$ cat src/rtl/key_event_gen_pkg.sv
// ============================================================================
// key_evt_pkg
// Shared types and constants for key_event_gen: FSM state encoding,
// default timing parameters and the counter-width helper.
// Revision: 1.0
// ============================================================================
`default_nettype none

package key_evt_pkg;

    typedef enum logic [1:0] {
        IDLE    = 2'd0,
        PRESSED = 2'd1,
        LONG    = 2'd2
    } state_t;

    localparam int DEF_HOLD_CYCLES   = 32;
    localparam int DEF_REPEAT_CYCLES = 16;

    // Wide enough to hold the larger terminal count (value - 1).
    function automatic int cnt_w(input int hold, input int rep);
        int m;
        m = (hold > rep) ? hold : rep;
        return (m <= 2) ? 1 : $clog2(m);
    endfunction

endpackage

`default_nettype wire

$ cat src/rtl/key_event_gen_if.sv
// ============================================================================
// key_event_gen_if
// Key level in, synchronized level and single-cycle key events out.
// Revision: 1.0
// ============================================================================
`default_nettype none

interface key_event_gen_if;
    logic key_lvl;
    logic held;
    logic press_pulse;
    logic release_pulse;
    logic long_pulse;
    logic repeat_pulse;
    logic key_evt;

    modport master (
        output key_lvl,
        input  held, press_pulse, release_pulse, long_pulse, repeat_pulse, key_evt
    );

    modport slave (
        input  key_lvl,
        output held, press_pulse, release_pulse, long_pulse, repeat_pulse, key_evt
    );
endinterface

`default_nettype wire

$ cat src/rtl/key_event_gen_sync_edge_det.sv
// ============================================================================
// sync_edge_det
// Two-flop synchronizer plus delay flop; reports level, rise and fall.
// Revision: 1.0
// ============================================================================
`default_nettype none

module sync_edge_det (
    input  logic clk,
    input  logic rst,
    input  logic din,
    output logic level,
    output logic rise,
    output logic fall
);

    logic r_s1;
    logic r_s2;
    logic r_s3;

    always_ff @(posedge clk) begin
        if (rst) begin
            r_s1 <= 1'b0;
            r_s2 <= 1'b0;
            r_s3 <= 1'b0;
        end else begin
            r_s1 <= din;
            r_s2 <= r_s1;
            r_s3 <= r_s2;
        end
    end

    assign level = r_s3;
    assign rise  = r_s2 & ~r_s3;
    assign fall  = ~r_s2 & r_s3;

endmodule

`default_nettype wire

$ cat src/rtl/key_event_gen.sv
// ============================================================================
// key_event_gen
// Turns a debounced key level into press/release/long/repeat pulses.
// Auto-repeat is built only when KEY_AUTO_REPEAT_EN is defined.
// Revision: 1.0
// ============================================================================
`default_nettype none

module key_event_gen
    import key_evt_pkg::*;
#(
    parameter int HOLD_CYCLES   = DEF_HOLD_CYCLES,
    parameter int REPEAT_CYCLES = DEF_REPEAT_CYCLES
)(
    input  logic           clk,
    input  logic           rst,
    key_event_gen_if.slave bus
);

    localparam int             CNT_W     = cnt_w(HOLD_CYCLES, REPEAT_CYCLES);
    localparam logic [CNT_W-1:0] HOLD_LAST = CNT_W'(HOLD_CYCLES - 1);
`ifdef KEY_AUTO_REPEAT_EN
    localparam logic [CNT_W-1:0] REP_LAST  = CNT_W'(REPEAT_CYCLES - 1);
`endif

    logic w_level;
    logic w_rise;
    logic w_fall;

    state_t           r_state;
    state_t           w_state_nxt;
    logic [CNT_W-1:0] r_cnt;
    logic [CNT_W-1:0] w_cnt_nxt;

    logic r_press,   w_press_nxt;
    logic r_release, w_release_nxt;
    logic r_long,    w_long_nxt;
    logic r_repeat,  w_repeat_nxt;
    logic r_evt;

    sync_edge_det u_sync (
        .clk   (clk),
        .rst   (rst),
        .din   (bus.key_lvl),
        .level (w_level),
        .rise  (w_rise),
        .fall  (w_fall)
    );

    always_ff @(posedge clk) begin
        if (rst) begin
            r_state   <= IDLE;
            r_cnt     <= '0;
            r_press   <= 1'b0;
            r_release <= 1'b0;
            r_long    <= 1'b0;
            r_repeat  <= 1'b0;
            r_evt     <= 1'b0;
        end else begin
            r_state   <= w_state_nxt;
            r_cnt     <= w_cnt_nxt;
            r_press   <= w_press_nxt;
            r_release <= w_release_nxt;
            r_long    <= w_long_nxt;
            r_repeat  <= w_repeat_nxt;
            r_evt     <= w_press_nxt | w_repeat_nxt;
        end
    end

    // A fall always wins over a terminal count in the same cycle.
    always_comb begin
        w_state_nxt   = r_state;
        w_cnt_nxt     = r_cnt;
        w_press_nxt   = 1'b0;
        w_release_nxt = 1'b0;
        w_long_nxt    = 1'b0;
        w_repeat_nxt  = 1'b0;
        case (r_state)
            IDLE: begin
                if (w_rise) begin
                    w_state_nxt = PRESSED;
                    w_cnt_nxt   = '0;
                    w_press_nxt = 1'b1;
                end
            end
            PRESSED: begin
                if (w_fall) begin
                    w_state_nxt   = IDLE;
                    w_cnt_nxt     = '0;
                    w_release_nxt = 1'b1;
                end else if (r_cnt == HOLD_LAST) begin
                    w_state_nxt = LONG;
                    w_cnt_nxt   = '0;
                    w_long_nxt  = 1'b1;
                end else begin
                    w_cnt_nxt = r_cnt + CNT_W'(1);
                end
            end
            LONG: begin
                if (w_fall) begin
                    w_state_nxt   = IDLE;
                    w_cnt_nxt     = '0;
                    w_release_nxt = 1'b1;
                end else begin
`ifdef KEY_AUTO_REPEAT_EN
                    if (r_cnt == REP_LAST) begin
                        w_cnt_nxt    = '0;
                        w_repeat_nxt = 1'b1;
                    end else begin
                        w_cnt_nxt = r_cnt + CNT_W'(1);
                    end
`else
                    w_cnt_nxt = '0;
`endif
                end
            end
            default: begin
                w_state_nxt = IDLE;
                w_cnt_nxt   = '0;
            end
        endcase
    end

    assign bus.held          = w_level;
    assign bus.press_pulse   = r_press;
    assign bus.release_pulse = r_release;
    assign bus.long_pulse    = r_long;
    assign bus.repeat_pulse  = r_repeat;
    assign bus.key_evt       = r_evt;

endmodule

`default_nettype wire
$ cat src/flat_wrapper.sv
// flat-port wrapper written by rule: the top's interface ports become plain ports
module key_event_gen_flat import key_evt_pkg::*;
#(
    parameter int HOLD_CYCLES   = DEF_HOLD_CYCLES,
    parameter int REPEAT_CYCLES = DEF_REPEAT_CYCLES
)
  (clk, rst, bus_key_lvl, bus_held, bus_press_pulse, bus_release_pulse, bus_long_pulse, bus_repeat_pulse, bus_key_evt);
  key_event_gen_if bus_i ();
  input  logic clk;
  input  logic rst;
  input wire logic [$bits(bus_i.key_lvl)-1:0] bus_key_lvl;
  output wire logic [$bits(bus_i.held)-1:0] bus_held;
  output wire logic [$bits(bus_i.press_pulse)-1:0] bus_press_pulse;
  output wire logic [$bits(bus_i.release_pulse)-1:0] bus_release_pulse;
  output wire logic [$bits(bus_i.long_pulse)-1:0] bus_long_pulse;
  output wire logic [$bits(bus_i.repeat_pulse)-1:0] bus_repeat_pulse;
  output wire logic [$bits(bus_i.key_evt)-1:0] bus_key_evt;
  assign bus_i.key_lvl = bus_key_lvl;
  assign bus_held = bus_i.held;
  assign bus_press_pulse = bus_i.press_pulse;
  assign bus_release_pulse = bus_i.release_pulse;
  assign bus_long_pulse = bus_i.long_pulse;
  assign bus_repeat_pulse = bus_i.repeat_pulse;
  assign bus_key_evt = bus_i.key_evt;
  key_event_gen #(.HOLD_CYCLES(HOLD_CYCLES), .REPEAT_CYCLES(REPEAT_CYCLES)) u_core (.clk(clk), .rst(rst), .bus(bus_i));
endmodule
$ cat config.mk
export PLATFORM = sky130hd
export DESIGN_NAME = key_event_gen_flat
export DESIGN_NICKNAME = d
export VERILOG_FILES = /design/src/rtl/key_event_gen_pkg.sv /design/src/rtl/key_event_gen_if.sv /design/src/rtl/key_event_gen_sync_edge_det.sv /design/src/rtl/key_event_gen.sv /design/src/flat_wrapper.sv
export SDC_FILE = /design/constraint.sdc
export NUM_CORES = 1
export LEC_CHECK = 0
export BUFFER_PORTS_ARGS = -buffer_cell sky130_fd_sc_hd__buf_2
export CAP_MARGIN = 10
export CORE_AREA = 5 5 42 44
export CTS_CLUSTER_SIZE = 24
export DETAILED_ROUTE_END_ITERATION = 7
export DIE_AREA = 0 0 47 49
export PLACE_DENSITY = 0.74
export SLEW_MARGIN = 20
export SYNTH_ARGS = -nofsm -noshare
export SYNTH_HDL_FRONTEND = slang
export SYNTH_SLANG_ARGS = --single-unit
$ cat constraint.sdc
create_clock -name clk -period 1.73 [get_ports clk]
set_input_delay 0.346 -clock clk [delete_from_list [all_inputs] [get_ports clk]]
set_output_delay 0.346 -clock clk [all_outputs]
set_load 0.05 [all_outputs]
==> impl_metrics.toml, run 1 <==
[floorplanning]
start_util_pct = 44.1
row_count = 14
die_area_um2 = 2300
die_h_um = 49
io_pins = 9
core_area_um2 = 1400
die_w_um = 47

[worst_hold_path]
hp-class = "input pin to register"
worstHoldPathCells = 2
hold_end = "u_core.u_sync.r_s1"
worstHoldStart = "bus_key_lvl"

[synthesis]
ys_top_cells_by_count = "dfxtp_1 (13), ha_1 (6), nand2_1 (5), nor2_1 (5)"
synthTopCellsByArea = "dfxtp_1 (42%), ha_1 (12%), xnor2_1 (4.3%), nor2b_1 (4.0%), mux2i_1 (3.2%)"
syn_nets = 72
synth_area_um2 = 618
synth-seq-cells = 13
yosys.area.top_type = "dfxtp_1"
yosys_warnings = 0
ys_types = 23
synth_seq_area_share_pct = 42.1
synthCells = 63
synth.most_common_cell = "dfxtp_1"
synth_flop_cell = "dfxtp_1"
synth_edf_count = 0
synth_top_area_share_pct = 42.1
ys_async_sr_fraction_pct = 0
postSynthAreaPerCell_um2 = 9.81

[grt]
grt_max_degree = 9
grt_usage_pct = 10.2
grt_overflow = 0
grt_pass1_wl_um = 1660
grt_pass1_vias = 410
antenna_found_initial = 0

[routing]
avgRoutedWirePerCell_um = 11.1
drcViolationCount = 0
viasPerCell = 4.88
routed_wl_um = 992
dr.pass1.iters = 4
ant_nets = 0
num_vias = 434
drt-initial-drc-count = 7

[timing]
finalSetupViolCount = 0
maxSlewViolCount = 0
period_minus_slack_ns = 1.64
max_freq_ghz = 0.609
finalSetupTns_ns = 0
finClkSkew_ns = 0.00110
fin_crit_sh_pct = 95.0
rsz0062_at_grt = "false"
hold_slack_ns = 0.278
hold_viol = 0

[critical_path]
crit_buf_inv = 0
cp_slowest_cell = "or3_4"
worstPathArrival_ns = 1.86
critPathMaxFanout = 4
cpLargestDelayFamily = "simple AND/OR/NAND/NOR gates"
slowest_delay_ns = 0.44
ff2ff_path_depth = 7
critPathKind = "register to register"
path_cells = "ha_2, and3_1, ha_2, nor2b_2, a21oi_2, or3_4, a21oi_2"
crit_required_ns = 1.95
cp-start-kind = "register"
worst-r2r-setup-slack_ns = 0.09
timing.rr.start = "u_core.r_cnt[0]"
endpoint_kind = "register"
r2r_end = "u_core.r_cnt[1]"

[layout]
antenna_cells = 0
nNetsFinal = 83
drive_gt1_share_pct = 37.0
area_growth_pct = 15.0
stdcell_count = 89
final_area_um2 = 711

[pwr]
p_per_area_nw_per_um2 = 1330
p_leak_nw = 0.301
peakVddDrop_v = 0.000649

[clock_tree]
cts_inserted_buffers = 3
cts.clk_slew.worst_paths_ns = 0.07
cts-root-buf = "clkbuf_4"
ctsHoldBuffers = 0
cts_tree = "built"
htree_levels = 1
clock-sinks = 13
clockBufferDepth = 2
clock_latency_ns = 0.28

[placement]
gp_congestion = 0.720
dpl.hpwl_um = 766
port_buffers = 7
placed_cells = 84
dpl_cell_area_um2 = 658

[run]
maxCapViolations = 0

[outcome]
outcome = "finished, final reports clean"
-- flip-flops by register name, indices dropped and copies added (netlist names) --
register and cells:
u_core.u_sync.r_s2 1, u_core.u_sync.r_s1 1, u_core.bus.key_evt 1, u_core.bus.long_pulse 1, u_core.r_state 2, u_core.bus.release_pulse 1, u_core.u_sync.level 1, u_core.r_cnt 5
-- through the flow --
step	utilization (%)	setup slack, ns	power [mW]
after CTS	48.8	0.0336	0.916
after global placement	47.0	0.120	0.718
after global routing	50.7	0.0114	1.03
final	50.7	0.0866	0.949
after detailed placement	47.0	0.0547	0.731
after floorplan	-	0.193	0.667
-- placed cells by master (no fill, tap or decap), types with 2 or more instances in the layout --
master    Yosys  final
nor2_2        1      3
a21oi_2       2      3
xnor2_1       3      3
inv_1         4      4
dfxtp_2       0      2
ha_1          6      4
ha_2          0      2
mux2i_1       2      2
dfxtp_1      13     11
nor2b_1       4      3
nand2_1       5      5
clkbuf_4      0      3
buf_2         0      7
nor2_1        5      3
nand3_1       4      4
-- area by class of cell --
type / count / area (um^2)
Fill cell: 139 / 691
Sequential cell: 13 / 263
Clock buffer: 4 / 26.3
Multi-Input combinational cell: 44 / 344
Timing Repair Buffer: 8 / 42.5
Tap cell: 16 / 20.0
Inverter: 4 / 15.0
-- worst max-delay path by stage --
stage	from	to	slack [ns]	cells past startpoint
6_report	u_core.r_cnt[0]	u_core.r_cnt[1]	0.09	7
2_1_floorplan	u_core.r_cnt[0]	u_core.r_cnt[1]	0.19	7
5_1_grt	u_core.r_cnt[0]	u_core.r_cnt[1]	0.01	7
3_3_place_gp	u_core.r_cnt[0]	u_core.r_state[1]	0.12	7
3_5_place_dp	u_core.r_cnt[0]	u_core.r_state[0]	0.05	7
4_1_cts	u_core.r_cnt[0]	u_core.r_state[0]	0.03	7
-- logic make-up (layout without fill, tap and decap cells) --
| kind of cell | after synthesis | in the layout | share of synthesized area (%) |
|---|---|---|---|
| buffers and inverters | 6 | 16 | 4.86 |
| multiplexers | 2 | 2 | 3.24 |
| XOR/XNOR | 3 | 3 | 4.25 |
| AND/OR/NAND/NOR | 26 | 26 | 24.7 |
| adder cells (fa/ha/maj) | 6 | 6 | 12.1 |
| AO/OA/AOI/OAI | 6 | 6 | 8.10 |
| other | 1 | 1 | 0.607 |
| flip-flops | 13 | 13 | 42.1 |
-- routing by layer --
layer  up-vias  part of all wire [%]  wire length [um]  track usage, %
met1       196                    43               428            12.2
met4         0                   4.5                45            9.68
met3         5                   6.3                62            2.21
met2        10                    46               456            14.3
met5         -                     0                 0               0
li1        223                     -                 -               -
-- report_power, final --
group	internal (mW)	switching, mW	total [mW]
Combinational	0.168	0.214	0.382
Sequential	0.348	0.0321	0.380
Clock	0.0896	0.0969	0.187
Total	0.606	0.343	0.949
-- timing repair --
| item | in CTS | in global routing |
|---|---|---|
| setup endpoints to repair | 0 | 6 |
| buffers inserted | 0 | 1 |
| gates resized for setup | 0 | 8 |
Note: power is estimated with default switching activity, not from simulation.
==> run 2, diff against run 1 <==
- ABC_AREA: not set -> 1
- MAX_ROUTING_LAYER: not set -> met4
==> run 2 against run 1 <==
Synthesized cell count increased by 24%. Non-clock buffer count is 1 lower. Utilization shrank 1.5 points. Synthesized area is 0.81% higher. Critical path depth is 1 higher. Die area unchanged. Sequential share of layout area rose by 0.78 points. Wire length shrank 9.5%. Maximum frequency rose by 14%. Global-route usage increased by 0.065 points. Via count is 4.8% higher. Power is 0.77% higher.
==> impl_metrics.toml, run 2 <==
[placement]
port_buffers = 7
pre_cts_slack_ns = 0.295
dpl.hpwl_um = 704
gp_congestion = 0.793

[layout]
antenna_cells = 0
largest_register_ffs = 5
n_fill_cell = 148
area_growth_pct = 10.6
nNetsFinal = 97
final_cell_mix = "nand2_1 (13), dfxtp_1 (13), nor2_1 (12), inv_1 (11), buf_2 (7)"
top_register = "u_core.r_cnt"
largestRegisters = "u_core.r_cnt (5), u_core.r_state (2)"
drive_gt1_share_pct = 21.8

[pwr]
p_per_area_nw_per_um2 = 1390
p_sw_uw = 375
p_leak_nw = 0.338
power_frac_seq_pct = 39.8
p_int_uw = 581
pwr-share-clk_pct = 19.5
peakVddDrop_v = 0.000581
power_frac_comb_pct = 40.6
p_sw_share_pct = 39.2

[clock_tree]
cts_tree = "built"
clock-sinks = 13
cts_inserted_buffers = 3
clockBufferDepth = 2
post_cts_buffers = 0
cts_resized = 0
htree_levels = 1
cts.clk_slew.worst_paths_ns = 0.07
cts-root-buf = "clkbuf_4"
ctsHoldBuffers = 0
clock_latency_ns = 0.28

[timing]
rsz0062_at_grt = "false"
finalSetupTns_ns = 0
setup_ws_ns = 0.285
max_freq_ghz = 0.692
fin_crit_sh_pct = 83.5
finClkSkew_ns = 0.000845
hold_slack_ns = 0.265
maxSlewViolCount = 0
hold_viol = 0
period_minus_slack_ns = 1.44
finalSetupViolCount = 0

[synthesis]
synth-seq-cells = 13
ys_top_cells_by_count = "dfxtp_1 (13), nand2_1 (13), nor2_1 (12), inv_1 (11), ha_1 (6)"
postSynthAreaPerCell_um2 = 7.99
synth_top_area_share_pct = 41.8
synth_area_um2 = 623
synth_seq_area_share_pct = 41.8
synth_edf_count = 0
syn_nets = 87
yosys.area.top_type = "dfxtp_1"
synthCells = 78
synthTopCellsByArea = "dfxtp_1 (42%), ha_1 (12%), nand2_1 (7.8%), nor2_1 (7.2%), inv_1 (6.6%)"
yosys_warnings = 0
ys_async_sr_fraction_pct = 0
ys_types = 21
synth_flop_cell = "dfxtp_1"

[routing]
routed_wl_um = 898
drt-initial-drc-count = 3
avgRoutedWirePerCell_um = 8.72
drcViolationCount = 0
viasPerCell = 4.42
ant_nets = 0
num_vias = 455
dr.pass1.iters = 4

[floorplanning]
die_w_um = 47
row_count = 14
core_area_um2 = 1400
start_util_pct = 44.5
die_area_um2 = 2300
io_pins = 9
die_h_um = 49

[critical_path]
critPathMaxFanout = 4
worstPathArrival_ns = 1.65
ff2ff_path_depth = 8
worst-r2r-setup-slack_ns = 0.29
crit_required_ns = 1.94
cp-start-kind = "register"
endpoint_kind = "register"
critPathKind = "register to register"

[grt]
grt_overflow = 0
grt_max_degree = 11
grt_usage_pct = 10.3
antenna_found_initial = 0
grt_pass1_wl_um = 1680
grt_pass1_vias = 439

[worst_hold_path]
worstHoldPathCells = 3
hp-class = "input pin to register"

[run]
maxCapViolations = 0

[outcome]
outcome = "finished, final reports clean"
run 2: worst max-delay path: stages (launching register included):
cell,delay (ns)
dfxtp_1,0.34
ha_1,0.21
and3_1,0.18
ha_1,0.17
inv_1,0.08
nand3_2,0.11
nand2_1,0.09
nand2_2,0.09
nor3_2,0.11
run 2: worst paths after layout:
path | from | to
setup / recovery | u_core.r_cnt[0] | u_core.r_cnt[1]
hold reg to reg | u_core.u_sync.r_s1 | u_core.u_sync.r_s2
hold / removal | bus_key_lvl | u_core.u_sync.r_s1
setup reg to reg | u_core.r_cnt[0] | u_core.r_cnt[1]
run 2: kinds of logic after synthesis:
kind of cell / Yosys count / share of synthesized area (%)
buffers and inverters: 15 / 10.2
AOI/OAI and AO/OA: 3 / 3.01
DFF: 13 / 41.8
other: 1 / 0.602
xor gates and xnor gates: 2 / 2.81
adders and majority gates: 6 / 12.0
and+or+nand+nor: 38 / 29.5
run 2: layer usage:
layer	global-route usage [%]	up-vias	part of all wire, %
met2	14.9	7	42
met5	-	-	0
li1	-	251	-
met3	2.21	5	5.9
met4	8.29	0	4.7
met1	11.6	192	47
run 2: area by class of cell:
class                      instances  area [um^2]  share of cell area (%)
tap                               16         20.0                    2.90
sequential                        13          260                    37.7
multi-input combinational         50          299                    43.4
timing repair buffer               7         35.0                    5.08
inverter                          13         48.8                    7.08
clock buffer                       4         26.3                    3.81
run 2: per-stage QoR:
| step | cell area, um^2 | power (mW) | util (%) | cells |
|---|---|---|---|---|
| finish | 689 | 0.956 | 49.2 | 103 |
| global route | 689 | 1.06 | 49.2 | 103 |
| floorplan | 623 | 0.716 | - | 78 |
| global placement | 663 | 0.764 | 47.3 | 99 |
| detailed placement | 663 | 0.778 | 47.3 | 99 |
| CTS | 689 | 0.968 | 49.2 | 103 |
run 2: power groups by stage:
stage               logic, mW  registers [mW]  clock network, mW
floorplan               0.327           0.389                  0
global placement        0.380           0.384                  0
detailed placement      0.390           0.388                  0
CTS                     0.393           0.381              0.193
global route            0.451           0.389              0.215
finish                  0.388           0.381              0.187
